[src/rtl/ldpc_15_7_pkg.sv]
// Shared constants for the (15,7) bit-flipping decoder: check masks, column
// check sets, the flip-select helper and the FSM state type.
package ldpc_15_7_pkg;

  localparam int NIN  = 7;
  localparam int NOUT = 15;
  localparam int NCHK = 8;

  // Bits [6:0] are i0..i6 and bits [14:7] are p0..p7; check k also covers p_k.
  localparam logic [NOUT-1:0] CHK_MASK [0:NCHK-1] = '{
    15'h00D1, 15'h0173, 15'h0237, 15'h046E,
    15'h080D, 15'h101A, 15'h2034, 15'h4068
  };

  localparam logic [NCHK-1:0] COL_SET [0:NOUT-1] = '{
    8'h17, 8'h2E, 8'h5C, 8'hB8, 8'h67, 8'hCE, 8'h8B,
    8'h01, 8'h02, 8'h04, 8'h08, 8'h10, 8'h20, 8'h40, 8'h80
  };

  typedef enum logic [1:0] {
    ST_IDLE,
    ST_CHECK,
    ST_DONE
  } dec_state_t;

  // One-hot mask of the lowest-index bit whose whole check set is unsatisfied.
  // The scan runs high to low so the lowest qualifying index wins.
  function automatic logic [NOUT-1:0] flip_mask(input logic [NCHK-1:0] s);
    logic [NOUT-1:0] m;
    m = '0;
    for (int j = NOUT - 1; j >= 0; j--) begin
      if ((COL_SET[j] & ~s) == '0) begin
        m    = '0;
        m[j] = 1'b1;
      end
    end
    return m;
  endfunction

endpackage

[src/rtl/ldpc_syndrome_15_7.sv]
// Combinational syndrome of a (15,7) word; s[k]=1 means check k is unsatisfied.
module ldpc_syndrome_15_7
  import ldpc_15_7_pkg::*;
(
  input  logic [NOUT-1:0] word,
  output logic [NCHK-1:0] s
);

  always_comb begin
    s = '0;
    for (int k = 0; k < NCHK; k++) begin
      s[k] = ^(word & CHK_MASK[k]);
    end
  end

endmodule

[src/rtl/ldpc_decoder_15_7.sv]
// Hard-decision bit-flipping decoder for the systematic (15,7) code.
// Optional saturating word/failure counters under LDPC_DEC_STATS_EN.
//
// state    | meaning
// ST_IDLE  | waiting for a received word, in_ready=1
// ST_CHECK | evaluate syndrome, flip one bit per cycle until clean or out of budget
// ST_DONE  | result presented on out_valid until out_ready
module ldpc_decoder_15_7
  import ldpc_15_7_pkg::*;
#(
  parameter int MAX_ITER = 8,
  parameter int ITW      = 4
) (
  input  logic            clk,
  input  logic            rst,
  input  logic            in_valid,
  output logic            in_ready,
  input  logic [NOUT-1:0] in_word,
  output logic            out_valid,
  input  logic            out_ready,
  output logic [NIN-1:0]  dec_out,
  output logic            dec_ok,
  output logic [ITW-1:0]  dec_iters
`ifdef LDPC_DEC_STATS_EN
  ,
  output logic [15:0]     stat_words,
  output logic [15:0]     stat_fails
`endif
);

  dec_state_t      state_q, state_d;
  logic [NOUT-1:0] word_q, word_d;
  logic [ITW-1:0]  iter_q, iter_d;
  logic            ok_q, ok_d;
  logic [NCHK-1:0] syn;

  ldpc_syndrome_15_7 u_syndrome (
    .word (word_q),
    .s    (syn)
  );

  always_ff @(posedge clk) begin
    if (rst) begin
      state_q <= ST_IDLE;
      word_q  <= '0;
      iter_q  <= '0;
      ok_q    <= 1'b0;
    end else begin
      state_q <= state_d;
      word_q  <= word_d;
      iter_q  <= iter_d;
      ok_q    <= ok_d;
    end
  end

  always_comb begin
    state_d = state_q;
    word_d  = word_q;
    iter_d  = iter_q;
    ok_d    = ok_q;
    case (state_q)
      ST_IDLE: begin
        if (in_valid) begin
          word_d  = in_word;
          iter_d  = '0;
          state_d = ST_CHECK;
        end
      end
      ST_CHECK: begin
        if (syn == '0) begin
          ok_d    = 1'b1;
          state_d = ST_DONE;
        end else if (iter_q == ITW'(MAX_ITER)) begin
          ok_d    = 1'b0;
          state_d = ST_DONE;
        end else begin
          word_d = word_q ^ flip_mask(syn);
          iter_d = iter_q + 1'b1;
        end
      end
      ST_DONE: begin
        if (out_ready) state_d = ST_IDLE;
      end
      default: state_d = ST_IDLE;
    endcase
  end

  assign in_ready  = (state_q == ST_IDLE);
  assign out_valid = (state_q == ST_DONE);
  assign dec_out   = word_q[NIN-1:0];
  assign dec_ok    = ok_q;
  assign dec_iters = iter_q;

`ifdef LDPC_DEC_STATS_EN
  logic handshake;
  assign handshake = out_valid && out_ready;

  always_ff @(posedge clk) begin
    if (rst) begin
      stat_words <= '0;
      stat_fails <= '0;
    end else if (handshake) begin
      if (stat_words != 16'hFFFF) stat_words <= stat_words + 16'd1;
      if (!ok_q && stat_fails != 16'hFFFF) stat_fails <= stat_fails + 16'd1;
    end
  end
`endif

endmodule
[config.mk]
export PLATFORM = sky130hd
export DESIGN_NAME = ldpc_decoder_15_7
export DESIGN_NICKNAME = d
export VERILOG_FILES = /design/src/rtl/ldpc_15_7_pkg.sv /design/src/rtl/ldpc_syndrome_15_7.sv /design/src/rtl/ldpc_decoder_15_7.sv
export SDC_FILE = /design/constraint.sdc
export NUM_CORES = 1
export LEC_CHECK = 0
export CORE_AREA = 2 2 82 84
export DETAILED_ROUTE_END_ITERATION = 12
export DIE_AREA = 0 0 84 86
export PLACE_DENSITY = 0.57
export SETUP_SLACK_MARGIN = 0.5
export SYNTH_ARGS = -nofsm -noshare
export SYNTH_HDL_FRONTEND = slang
export SYNTH_SLANG_ARGS = --single-unit
export TNS_END_PERCENT = 5
[constraint.sdc]
create_clock -name clk -period 3.53 [get_ports clk]
set_input_delay 0.706 -clock clk [delete_from_list [all_inputs] [get_ports clk]]
set_output_delay 0.706 -clock clk [all_outputs]
set_load 0.05 [all_outputs]
==> impl_results.html <==
<table>
<tr><th>Metric</th><th>Value</th></tr>
<tr><th colspan="2">GRT</th></tr>
<tr><td>Pin count of the biggest net entering global routing</td><td>21</td></tr>
<tr><td>Grt ovf</td><td>0</td></tr>
<tr><td>Vias in the first global route</td><td>1677</td></tr>
<tr><td>Global-route wire length before repair</td><td>~8300 µm</td></tr>
<tr><td>Number of antenna violations at the first check in global routing</td><td>0</td></tr>
<tr><td>Overall fraction of global-route tracks in use</td><td>0.141</td></tr>
<tr><th colspan="2">Synth</th></tr>
<tr><td>Biggest area consumer among synthesized cells</td><td>dfxtp_1</td></tr>
<tr><td>Commonest register cell after synthesis</td><td>dfxtp_1</td></tr>
<tr><td>Simple-Gate Fraction of Synth Area</td><td>0.245</td></tr>
<tr><td>XOR/XNOR share of the synthesized area</td><td>0.180</td></tr>
<tr><td>Syn nets</td><td>roughly 260</td></tr>
<tr><td>Yosys reg bits</td><td>22</td></tr>
<tr><td>Synthesized area per cell</td><td>7.75 µm²</td></tr>
<tr><td>Post-Syn Instances</td><td>approximately 240</td></tr>
<tr><td>Share of flip-flops with an asynchronous set or reset after synthesis</td><td>0</td></tr>
<tr><td>Area contributors post-synth</td><td>dfxtp_1, a21oi_1, xnor2_1</td></tr>
<tr><td>Share of synthesized area spent on multiplexers</td><td>0.0169</td></tr>
<tr><td>Post-synthesis cell type count</td><td>50</td></tr>
<tr><td>Synth top area share</td><td>0.239</td></tr>
<tr><td>Post-synth EDFFs</td><td>0</td></tr>
<tr><td>Fraction of the mapped netlist area in compound gates</td><td>0.224</td></tr>
<tr><td>Synth Cell Area</td><td>about 0.0018 mm²</td></tr>
<tr><td>Combinational family with the most area after synthesis</td><td>simple AND/OR/NAND/NOR gates</td></tr>
<tr><td>Most frequent cells after synthesis</td><td>nand2_1, a21oi_1, dfxtp_1</td></tr>
<tr><td>Adder-cell share of the synthesized area</td><td>0.0136</td></tr>
<tr><td>Sequential-to-total area share from yosys stat</td><td>0.239</td></tr>
<tr><td>Most used standard cell by instance count after synthesis</td><td>nand2_1</td></tr>
<tr><td>Warning count from the yosys run</td><td>0</td></tr>
<tr><th colspan="2">STA</th></tr>
<tr><td>Maximum clock frequency</td><td>352 MHz</td></tr>
<tr><td>Worst setup skew after layout</td><td>about 0.0064 ns</td></tr>
<tr><td>Least-Margin Pin Slew</td><td>between 0.6 and 0.7 ns</td></tr>
<tr><td>Min Clock Period, post-route</td><td>~2.8 ns</td></tr>
<tr><td>Final Slew Violations</td><td>0</td></tr>
<tr><td>Post-Route Setup TNS</td><td>0 ns</td></tr>
<tr><td>Number of hold violations in the final report</td><td>0</td></tr>
<tr><td>Setup repair after global routing missed its margin</td><td>true</td></tr>
<tr><td>Final worst-path cycle share</td><td>0.804</td></tr>
<tr><td>Hold WS</td><td>0.493 ns</td></tr>
<tr><td>Slew headroom</td><td>0.537</td></tr>
<tr><td>Setup violations, final</td><td>0</td></tr>
<tr><th colspan="2">Floorplanning</th></tr>
<tr><td>I/O pins</td><td>33</td></tr>
<tr><td>Number of cell rows</td><td>29</td></tr>
<tr><td>Starting density of the core</td><td>0.294</td></tr>
<tr><td>Core footprint</td><td>roughly 0.0063 mm²</td></tr>
<tr><td>DIE WIDTH</td><td>~84 µm</td></tr>
<tr><td>Die extent in y</td><td>around 86 µm</td></tr>
<tr><td>Full die area</td><td>0.00722 mm²</td></tr>
<tr><th colspan="2">Power</th></tr>
<tr><td>Combinational cell fraction of total power</td><td>0.622</td></tr>
<tr><td>Leak</td><td>approximately 0.8 nW</td></tr>
<tr><td>Max VDD drop</td><td>about 0.22 mV</td></tr>
<tr><td>Share of power burned in registers</td><td>0.250</td></tr>
<tr><td>Switching power as a share of total power</td><td>0.466</td></tr>
<tr><td>Total net switching power</td><td>approximately 0.00059 W</td></tr>
<tr><td>Clock power frac</td><td>0.128</td></tr>
<tr><td>Power density over the cells</td><td>557 mW/mm²</td></tr>
<tr><td>Internal</td><td>~0.00067 W</td></tr>
<tr><th colspan="2">Critical path</th></tr>
<tr><td>Largest delay share family, worst path</td><td>XOR/XNOR gates</td></tr>
<tr><td>Crit end category</td><td>register</td></tr>
<tr><td>CP required</td><td>3.72 ns</td></tr>
<tr><td>CP max-delay cell</td><td>xor3_2</td></tr>
<tr><td>Source of the critical timing path</td><td>word_q[0]$_SDFFE_PP0P_</td></tr>
<tr><td>RR Endpoint</td><td>dec_iters[3]$_SDFFE_PP0P_</td></tr>
<tr><td>Classification of the worst setup path</td><td>reg2reg</td></tr>
<tr><td>Kind of start point of the critical path</td><td>register</td></tr>
<tr><td>Stage delay of the slowest cell on the critical path</td><td>around 0.57 ns</td></tr>
<tr><td>Register-to-Register Path Depth</td><td>8</td></tr>
<tr><td>Bufs and invs on worst path</td><td>1</td></tr>
<tr><td>Signal arrival time at the worst endpoint</td><td>between 3 and 4 ns</td></tr>
<tr><td>Startpoint of the worst-slack reg-to-reg timing path</td><td>word_q[0]$_SDFFE_PP0P_</td></tr>
<tr><td>Setup slack, reg-to-reg</td><td>between 0.6 and 0.7 ns</td></tr>
<tr><td>Chain of cells forming the critical path</td><td>xor3_2, xnor2_1, mux2i_1, nand4_1, a21oi_1, buf_4, o21ai_0, a211oi_1</td></tr>
<tr><td>Critical path peak fanout</td><td>12</td></tr>
<tr><th colspan="2">Placement</th></tr>
<tr><td>Gpl congestion</td><td>0.838</td></tr>
<tr><td>Buffers added on ports</td><td>32</td></tr>
<tr><td>Post-DP HPWL</td><td>between 3000 and 4000 µm</td></tr>
<tr><th colspan="2">Route</th></tr>
<tr><td>Number of DRC violations after detailed routing</td><td>0</td></tr>
<tr><td>Detailed-router iteration count before antenna repair</td><td>4</td></tr>
<tr><td>Routed WL</td><td>around 5000 µm</td></tr>
<tr><td>Wire per inst</td><td>roughly 15 µm</td></tr>
<tr><td>Number of vias in the routed layout</td><td>around 1800</td></tr>
<tr><td>DRT iter0 DRCs</td><td>128</td></tr>
<tr><td>Mean number of vias per cell</td><td>between 5 and 6</td></tr>
<tr><td>Remaining antenna violation count</td><td>0</td></tr>
<tr><th colspan="2">Hold path</th></tr>
<tr><td>Origin of the worst min-delay path</td><td>dec_ok$_SDFFE_PP0P_</td></tr>
<tr><td>Number of cells traversed by the worst hold path</td><td>2</td></tr>
<tr><td>Worst min-delay path class</td><td>reg2reg</td></tr>
<tr><td>End of the worst hold path</td><td>dec_ok$_SDFFE_PP0P_</td></tr>
<tr><th colspan="2">Clock tree</th></tr>
<tr><td>Setup bufs post-CTS</td><td>0</td></tr>
<tr><td>TritonCTS buffer count</td><td>3</td></tr>
<tr><td>Clock slew at reported path FFs</td><td>approximately 0.080 ns</td></tr>
<tr><td>TritonCTS Sinks</td><td>22</td></tr>
<tr><td>Number of buffers inserted for hold repair after clock tree synthesis</td><td>0</td></tr>
<tr><td>Skew-Pair Late Insertion Delay</td><td>0.27 ns</td></tr>
<tr><td>Resize count post-CTS</td><td>0</td></tr>
<tr><td>Longest Clk Path Bufs</td><td>2</td></tr>
<tr><td>H-tree lvl count</td><td>1</td></tr>
<tr><td>CTS tree</td><td>built</td></tr>
<tr><td>Root Buffer</td><td>clkbuf_8</td></tr>
<tr><th colspan="2">Flow run</th></tr>
<tr><td>Max-cap viol count</td><td>0</td></tr>
<tr><th colspan="2">Finish</th></tr>
<tr><td>Layout cell share with drive strength beyond 1</td><td>0.0843</td></tr>
<tr><td>Area growth, synth to finish</td><td>22.2%</td></tr>
<tr><td>Number of nets in the finished design</td><td>between 200 and 300</td></tr>
<tr><td>Share of the core filled with cells in the final layout</td><td>0.359</td></tr>
<tr><td>Number of diodes added for antenna fixing</td><td>0</td></tr>
<tr><th colspan="2">Run status</th></tr>
<tr><td>Result of the run</td><td>complete, no violations</td></tr>
</table>
## per-stage QoR
step | worst slack [ns] | cell area (µm²) | total power, W | instances
after floorplan | 1.05 | 1850 | 0.000898 | 238
after global placement | 0.705 | 2210 | 0.00110 | 335
after global routing | 0.420 | 2250 | 0.00136 | 338
after detailed placement | 0.550 | 2210 | 0.00110 | 335
final | 0.691 | 2250 | 0.00126 | 338
after CTS | 0.530 | 2250 | 0.00126 | 338
## placed cells by master, fill, tap and decap left out, types with 2 or more instances in the layout
master,instances
o21ai_0,16
o31ai_1,4
mux2i_1,2
xor2_1,9
nor3_1,4
nor2b_1,2
dfxtp_1,22
a22o_1,3
or2_2,2
and2_1,4
nor4_1,4
clkbuf_8,3
a211oi_1,3
ha_1,2
nor2_1,21
clkdlybuf4s50_1,32
nand2b_1,2
a31oi_1,2
nand4_1,4
o22ai_1,2
buf_4,12
and4_1,2
xnor2_1,13
a32o_1,3
nand3_1,7
inv_1,3
nand2_1,27
o41ai_1,2
a21oi_1,24
xnor3_1,3
or3_1,2
nand3b_1,3
## cells by family after synthesis
logic type,after synthesis
simple gates,90
compound gates,66
xor+xnor,28
buf+inv,27
flops,22
mux,3
fa+ha+maj,2
## how the worst max path moves through the flow
stage,end,slack [ns],cells past startpoint
global route,word_q[5]$_SDFFE_PP0P_,0.42,8
global placement,word_q[5]$_SDFFE_PP0P_,0.71,7
finish,dec_iters[3]$_SDFFE_PP0P_,0.69,8
detailed placement,word_q[14]$_SDFFE_PP0P_,0.55,8
floorplan,word_q[4]$_SDFFE_PP0P_,1.05,9
CTS,word_q[14]$_SDFFE_PP0P_,0.53,8
## layout make-up
class	count	area, µm²
clock buffer	3	41.3
fill	680	4020
inverter	3	11.3
multi-input combinational	189	1250
sequential	22	440
tap	77	96.3
timing repair buffer	44	410
## routing by layer
layer	GRT usage	share of wire	wire length [µm]
met5	0	0	0
met4	0.0499	0.018	87
met3	0.0212	0.026	129
met2	0.215	0.44	2190
met1	0.204	0.51	2540
## flip-flops by register name (all words and copies together), names as in the netlist
register	flops
word_q	15
dec_ok	1
dec_iters	4
state_q	2
## power groups by stage
stage          clock network (W)  logic, W  registers [W]
2_1_floorplan                  0  0.000586       0.000312
3_3_place_gp                   0  0.000779       0.000318
3_5_place_dp                   0  0.000776       0.000319
4_1_cts                 0.000169  0.000781       0.000314
5_1_grt                 0.000178  0.000865       0.000318
6_report                0.000161  0.000782       0.000314
## worst register-to-register path, stage by stage, from the launching register on
cell	delay [ns]
dfxtp_1	0.46
xor3_2	0.57
xnor2_1	0.28
mux2i_1	0.40
nand4_1	0.27
a21oi_1	0.27
buf_4	0.22
o21ai_0	0.10
a211oi_1	0.19
Power figures use the tool's default switching activity.
